--- config.mk ---
export PLATFORM = sky130hd
export DESIGN_NAME = div_32_bit
export DESIGN_NICKNAME = d
export VERILOG_FILES = /design/src/rtl/div_32_bit.sv
export SDC_FILE = /design/constraint.sdc
export NUM_CORES = 1
export LEC_CHECK = 0
export CAP_MARGIN = 20
export CELL_PAD_IN_SITES_DETAIL_PLACEMENT = 2
export CELL_PAD_IN_SITES_GLOBAL_PLACEMENT = 2
export CORE_MARGIN = 3
export CORE_UTILIZATION = 38
export CTS_BUF_LIST = sky130_fd_sc_hd__clkbuf_16
export CTS_CLUSTER_DIAMETER = 120
export DETAILED_ROUTE_END_ITERATION = 6
export GPL_ROUTABILITY_DRIVEN = 1
export GPL_TIMING_DRIVEN = 0
export PLACE_DENSITY = 0.95
export SLEW_MARGIN = 5
export SYNTH_ARGS = -nofsm -noshare
export SYNTH_HDL_FRONTEND = slang
export SYNTH_SLANG_ARGS = --single-unit
--- constraint.sdc ---
create_clock -name clock -period 14.4 [get_ports clock]
set_input_delay 1.44 -clock clock [delete_from_list [all_inputs] [get_ports clock]]
set_output_delay 1.44 -clock clock [all_outputs]
set_load 0.01 [all_outputs]
--- src/rtl/div_32_bit.sv ---
// Sequential signed divider, non-restoring, one quotient bit per clock.
// rslt packs {remainder, quotient}; remainder follows the dividend's sign.
module div_32_bit #(
  parameter int WIDTH = 32
) (
  input  logic               clock,
  input  logic               clear,
  input  logic               start,
  input  logic [WIDTH-1:0]   x,
  input  logic [WIDTH-1:0]   y,
  output logic               busy,
  output logic               done,
  output logic               div_zero,
  output logic [2*WIDTH-1:0] rslt
);

  localparam int CW = $clog2(WIDTH) + 1;

  typedef enum logic [1:0] {IDLE, CALC, FIX} state_t;

  state_t           state;
  logic [WIDTH:0]   prem;
  logic [WIDTH-1:0] quo;
  logic [WIDTH-1:0] dvs_mag;
  logic [CW-1:0]    count;
  logic             sign_q;
  logic             sign_r;
  logic             y_zero;

  logic [WIDTH:0]   x_ext, y_ext, x_abs, y_abs;
  logic [WIDTH:0]   shifted, step_rem, fixed_rem;
  logic [WIDTH-1:0] rem_mag, quo_mag, rem_out, quo_out;

  // 33-bit negate so that the most negative operand yields magnitude 2^31
  always_comb begin
    x_ext = {x[WIDTH-1], x};
    y_ext = {y[WIDTH-1], y};
    x_abs = x[WIDTH-1] ? -x_ext : x_ext;
    y_abs = y[WIDTH-1] ? -y_ext : y_ext;
  end

  always_comb begin
    shifted   = {prem[WIDTH-1:0], quo[WIDTH-1]};
    step_rem  = prem[WIDTH] ? shifted + {1'b0, dvs_mag} : shifted - {1'b0, dvs_mag};
    fixed_rem = prem[WIDTH] ? prem + {1'b0, dvs_mag} : prem;
    // On divide by zero quo still holds |x|, so the signed remainder equals x
    rem_mag   = y_zero ? quo : fixed_rem[WIDTH-1:0];
    quo_mag   = y_zero ? '1 : quo;
    rem_out   = sign_r ? -rem_mag : rem_mag;
    quo_out   = (sign_q && !y_zero) ? -quo_mag : quo_mag;
  end

  always_ff @(posedge clock or negedge clear) begin
    if (!clear) begin
      state    <= IDLE;
      prem     <= '0;
      quo      <= '0;
      dvs_mag  <= '0;
      count    <= '0;
      sign_q   <= 1'b0;
      sign_r   <= 1'b0;
      y_zero   <= 1'b0;
      busy     <= 1'b0;
      done     <= 1'b0;
      div_zero <= 1'b0;
      rslt     <= '0;
    end else begin
      done <= 1'b0;
      case (state)
        IDLE: begin
          if (start) begin
            quo      <= x_abs[WIDTH-1:0];
            dvs_mag  <= y_abs[WIDTH-1:0];
            sign_q   <= x[WIDTH-1] ^ y[WIDTH-1];
            sign_r   <= x[WIDTH-1];
            y_zero   <= (y == '0);
            prem     <= '0;
            count    <= '0;
            busy     <= 1'b1;
            div_zero <= 1'b0;
            state    <= (y == '0) ? FIX : CALC;
          end
        end
        CALC: begin
          prem  <= step_rem;
          quo   <= {quo[WIDTH-2:0], ~step_rem[WIDTH]};
          count <= count + 1'b1;
          if (count == CW'(WIDTH - 1)) state <= FIX;
        end
        FIX: begin
          rslt     <= {rem_out, quo_out};
          div_zero <= y_zero;
          done     <= 1'b1;
          busy     <= 1'b0;
          state    <= IDLE;
        end
        default: state <= IDLE;
      endcase
    end
  end

endmodule

==> results of run 1 <==
-- final cells by class --
| cell class | instances | area [µm²] |
|---|---|---|
| repair buffers | 135 | 1370 |
| clock buffers | 17 | 425 |
| clock inverters | 15 | 174 |
| fillers | 3948 | 18800 |
| well taps | 455 | 569 |
| multi-input cells | 1389 | 8810 |
| plain buffers | 92 | 353 |
| inverters | 44 | 165 |
| flip-flops and latches | 175 | 4380 |
-- cell families after synthesis --
family,synth area share (%)
flip-flops,31.9
XOR/XNOR,12.1
buffers and inverters,3.78
adder cells (fa/ha/maj),6.59
AO/OA/AOI/OAI,25.7
AND/OR/NAND/NOR,18.8
multiplexers,0.995
-- critical path, delay by kind of cell (launching register included) --
| kind | cells | cell delay, ps |
|---|---|---|
| adders and majority gates | 1 | 370 |
| and+or+nand+nor | 9 | 2600 |
| xor gates and xnor gates | 2 | 690 |
| AOI/OAI and AO/OA | 8 | 2050 |
| DFF | 1 | 480 |
-- layer usage --
| metal | up-vias | global-route usage, % |
|---|---|---|
| met5 | - | 0 |
| met4 | 0 | 16.8 |
| met3 | 179 | 4.69 |
| met2 | 471 | 58.2 |
| met1 | 7271 | 38.7 |
| li1 | 6442 | - |
-- stage by stage --
stage               instances  cell area [µm²]  setup WS, ps
global route             2322            16200          7680
floorplan                1700            13700          9830
finish                   2322            16200          8040
detailed placement       2290            15600          8290
global placement         2288            15600          4620
CTS                      2322            16200          8180
-- power by group through the flow --
stage	registers (mW)	logic, mW	clock network, mW
final	1.10	3.40	0.499
after floorplan	0.956	2.15	0
after CTS	1.08	3.36	0.502
after global routing	1.12	3.71	0.525
after detailed placement	1.08	3.25	0
after global placement	1.05	2.98	0
-- final timing paths --
path,endpoint,slack [ps],cells past startpoint
setup / recovery,quo[0],8040,20
max in group asynchronous,rslt[21],12470,2
min in group asynchronous,dvs_mag[0],950,1
hold / removal,busy,480,2
hold reg to reg,busy,480,2
setup reg to reg,quo[0],8040,20
-- flip-flops by register name, summed over array words and instances, names as in the netlist, 2 cells and up --
signal	cells
count	6
rslt	64
quo	32
dvs_mag	32
prem	33
state	2
-- layout by cell type (no fill, tap or decap), drive strengths merged, types with 11 or more instances in the layout --
master and instances:
dfrtp 175, a22oi 41, a21oi 109, nor2 103, buf 15, nand3 24, nor3 31, ha 69
clkdlybuf4s50 132, xor2 111, nor4 21, a21o 32, inv 53, nand4 14, clkbuf 96, a211oi 12
or4 11, a31oi 15, o31ai 39, xnor2 79, or3 15, nor2b 13, nand2b 31, nand2 248
o21ai 226
==> results.yml, run 1 <==
die:
  fp-row-count: 68
  io_pins: 134
  die_area_mm2: 0.0384
  start_util_pct: 39.1
  die_w_um: 196
  die_y_um: 196
  coreArea_mm2: 0.0351
global_routing:
  grt_max_degree: 103
  grt_pass1_wl_um: 98200
  grt_pass1_vias: 16244
  gr-usage-all-layers_pct: 32.9
  overflow: 0
  antenna_found_initial: 0
clock_tree:
  cts_setup_buffers: 0
  cts_buffers: 17
  cts_tree: "done"
  worstSkewPairLatency_ps: 490
  cts_hold_buf: 0
  cts_htree_levels: 4
  clock-sinks: 175
  path_clk_slew_ps: 70
  max-clock-path-buffers: 2
  cts_resized: 0
  cts-root-buf: "clkbuf_16"
layout:
  antenna_cells: 0
  drive_gt1_share_pct: 3.54
  nets: 1992
  final_util_pct: 46.4
  syn_to_final_growth_pct: 18.5
worst_setup_path:
  critical_path.max_stage_delay_ps: 600
  reg2reg_from: "dvs_mag[5]"
  endpoint_kind: "flop"
  cpMaxStageDelayCell: "nor4_1"
  crit_fanout: 6
  cpMostUsedCell: "a21oi_1"
  crit_type: "reg2reg"
  critPathLaunch: "dvs_mag[5]"
  path_cells: "nor4_1 -> nand2_1 -> nor4_1 -> nand2b_1 -> nor3b_1 -> a21oi_1 -> xor2_1 -> ha_1 -> nand2_1 -> nor2_1 -> and2_1 -> o2111ai_1 -> a21oi_1 -> a221o_1 -> nand4_1 -> a31o_2 -> a211oi_1 -> a21oi_1 -> xor2_1 -> o221ai_1"
  cp_data_required_time_ps: 14710
  worstPathArrival_ps: 6670
  startpoint_type: "flop"
drt:
  met3_length_um: 2760
  vias: 14363
  firstDrtPassIters: 5
  postRouteAntennaNets: 0
  drt_iter0_drc: 1093
  viasPerCell: 6.19
  post_drt_wl_per_cell_um: 27.3
  wl_um: 63300
  wl_met2_um: 31300
  drc: 0
  wl_met1_um: 25800
  top_layer: "met4"
logic_synthesis:
  synth_nets: 1838
  yosys.area.top_type_share_pct: 31.9
  synth-main-ff-cell: "dfrtp_1"
  synthTopCellsByArea: "dfrtp_1, o21ai_0, xor2_1"
  avgSynthCellArea_um2: 8.06
  synth_top_area_cell: "dfrtp_1"
  ys_ff_latch: 175
  ys_warn_count: 0
  synth_cell_types: 75
  synthTopCellsByCount: "nand2_1, o21ai_0, dfrtp_1, xor2_1, a21oi_1"
  yosysMostFrequentCell: "nand2_1"
  synthArstFlopShare_pct: 100
  synth_edf_count: 0
  syn_area_mm2: 0.0137
  syn_inst: 1700
  ys_seq_area_share_pct: 31.9
place:
  routabilityCongestion: 0.904
  place_hpwl_um: 48100
  portBuffers: 133
timing:
  fin_skew_ps: 29.0
  rsz0062_at_grt: "false"
  worst_pin_slew_ps: 1100
  slew_viol_final: 0
  max_freq_mhz: 157
  max_slew_margin_pct: 26.8
  holdWs_ps: 484
  tns_ps: 0
  finalCriticalPeriod_ps: 6360
  hold_viol: 0
  setup_viol: 0
  post-route-period-util_pct: 44.2
power_and_ir_drop:
  comb_power_share_pct: 68.0
  p_leak_nw: 6.76
  power_density_mw_per_mm2: 308
  total_power_mw: 5.00
  power.switching_mw: 2.73
  pwr-share-seq_pct: 22.0
  p_int_mw: 2.28
  pwr-share-clk_pct: 10.0
  swShare_pct: 54.5
  vdd_drop_max_v: 0.000114
run_status:
  status: "completed"
hold_path:
  hp-class: "reg2reg"
  worstHoldStart: "busy"
flow_run:
  cap_violations: 0
(Power assumes the default switching activity.)
==> run 2: changes to the inputs <==
--- a/config.mk
+++ b/config.mk
@@ -9,13 +9,13 @@
 export CELL_PAD_IN_SITES_DETAIL_PLACEMENT = 2
 export CELL_PAD_IN_SITES_GLOBAL_PLACEMENT = 2
 export CORE_MARGIN = 3
-export CORE_UTILIZATION = 38
+export CORE_UTILIZATION = 35
 export CTS_BUF_LIST = sky130_fd_sc_hd__clkbuf_16
 export CTS_CLUSTER_DIAMETER = 120
 export DETAILED_ROUTE_END_ITERATION = 6
 export GPL_ROUTABILITY_DRIVEN = 1
 export GPL_TIMING_DRIVEN = 0
-export PLACE_DENSITY = 0.95
+export PLACE_DENSITY = 0.91
 export SLEW_MARGIN = 5
 export SYNTH_ARGS = -nofsm -noshare
 export SYNTH_HDL_FRONTEND = slang
==> constraint.sdc (replaced) <==
create_clock -name clock -period 6.3 [get_ports clock]
set_input_delay 0.63 -clock clock [delete_from_list [all_inputs] [get_ports clock]]
set_output_delay 0.63 -clock clock [all_outputs]
set_load 0.01 [all_outputs]
==> results.yml, run 2 (synthesis gave the netlist of run 1 again) <==
run_status:
  status: "completed"
clock_tree:
  cts_tree: "done"
  max-clock-path-buffers: 2
  path_clk_slew_ps: 80
  cts_buffers: 17
  worstSkewPairLatency_ps: 470
  cts_setup_buffers: 0
  cts_htree_levels: 4
  cts-root-buf: "clkbuf_16"
  cts_hold_buf: 0
  clock-sinks: 175
  cts_resized: 0
timing:
  tns_ps: 0
  post-route-period-util_pct: 95.0
  worst_pin_slew_ps: 1010
  fin_skew_ps: 19.8
  setup_viol: 0
  holdWs_ps: 103
  slew_viol_final: 0
  finalCriticalPeriod_ps: 5980
  rsz0062_at_grt: "false"
  hold_viol: 0
  max_slew_margin_pct: 32.4
  max_freq_mhz: 167
worst_setup_path:
  crit_type: "reg2reg"
  r2r_end: "quo[0]"
  cp_data_required_time_ps: 6610
  endpoint_kind: "flop"
  cpMostUsedCell: "a21oi_1"
  reg2reg_from: "prem[32]"
  crit_fanout: 10
  startpoint_type: "flop"
  reg2reg_depth: 18
  crit_family: "compound AO/OA/AOI/OAI gates"
  cpMaxStageDelayCell: "clkbuf_1"
  critical_path.max_stage_delay_ps: 620
  worstPathArrival_ps: 6300
  path_cells: "clkbuf_1 -> clkbuf_1 -> buf_1 -> mux2_2 -> inv_1 -> fa_1 -> nor2b_1 -> o21ai_0 -> a21oi_1 -> o2111ai_1 -> a21oi_1 -> a221o_1 -> nand4_1 -> a31o_2 -> a211oi_1 -> a21oi_1 -> xor2_1 -> o221ai_1"
  path_buf_inv: 4
  r2r_setup_slack_ps: 320
layout:
  nets: 1992
  largest_reg_flops: 64
  regArea_mm2: 0.00438
  multiInputGateArea_mm2: 0.00882
  layout_common_cells: "nand2_1, o21ai_0, dfrtp_1"
  final_area_mm2: 0.0163
  syn_to_final_growth_pct: 19.2
  regMostFlops: "rslt"
  drive_gt1_share_pct: 3.59
  layout_commonest_cell: "nand2_1"
  largestRegisters: "rslt x64, prem x33"
  antenna_cells: 0
  nFillCells: 4284
global_routing:
  antenna_found_initial: 1
  grt_pass1_vias: 15903
  grt_max_degree: 109
  grt_pass1_wl_um: 95500
  overflow: 0
  gr-usage-all-layers_pct: 29.5
flow_run:
  cap_violations: 0
place:
  portBuffers: 133
  post_dp_cell_area_mm2: 0.0157
  routabilityCongestion: 0.936
  place_hpwl_um: 47600
drt:
  post_drt_wl_per_cell_um: 25.7
  firstDrtPassIters: 5
  drc: 0
  viasPerCell: 6.00
  drt_iter0_drc: 1007
  vias: 14269
  wl_um: 61200
  postRouteAntennaNets: 0
die:
  die_y_um: 204
  die_w_um: 204
  die_area_mm2: 0.0416
  io_pins: 134
  coreArea_mm2: 0.0381
  start_util_pct: 36.0
  fp-row-count: 71
power_and_ir_drop:
  power_density_mw_per_mm2: 693
  p_leak_nw: 6.76
  vdd_drop_max_v: 0.000201
hold_path:
  hp-class: "in2async"
run 2: layer usage:
metal | global-route usage, % | wire (µm) | vias to the layer above
met5 | 0 | 13 | -
met4 | 13.6 | 2790 | 2
met3 | 3.85 | 2260 | 147
met2 | 51.7 | 30400 | 385
met1 | 36.1 | 25700 | 7304
li1 | - | - | 6431
run 2: worst max path at each step:
stage	from	end	slack, ps	depth (start not counted)
CTS	prem[32]	quo[0]	290	18
floorplan	dvs_mag[5]	quo[0]	1730	20
global route	prem[32]	quo[0]	8	18
finish	prem[32]	quo[0]	320	18
detailed placement	dvs_mag[5]	quo[0]	360	20
global placement	clear	rslt[26]	-2750	1
run 2: per-stage QoR:
stage / util, % / worst slack, ps / total power [mW] / cells
3_3_place_gp: 41.1 / -2750 / 9.25 / 2344
5_1_grt: 42.9 / 7.61 / 12.2 / 2378
4_1_cts: 42.9 / 291 / 11.3 / 2378
3_5_place_dp: 41.2 / 364 / 9.89 / 2346
6_report: 42.9 / 315 / 11.3 / 2378
2_1_floorplan: - / 1730 / 7.11 / 1700
run 2: area by class of cell:
type	instances	share of cell area (%)
Multi-Input combinational cell	1389	53.9
Buffer	92	2.16
Clock inverter	15	1.19
Inverter	44	1.01
Sequential cell	175	26.8
Timing Repair Buffer	135	8.39
Clock buffer	17	2.60
Tap cell	511	3.91
run 2: power by group:
part           internal (mW)  switching, mW  total (mW)
clock                  0.607          0.569        1.18
combinational           2.94           4.72        7.65
sequential              1.66          0.837        2.50
total                   5.21           6.12        11.3
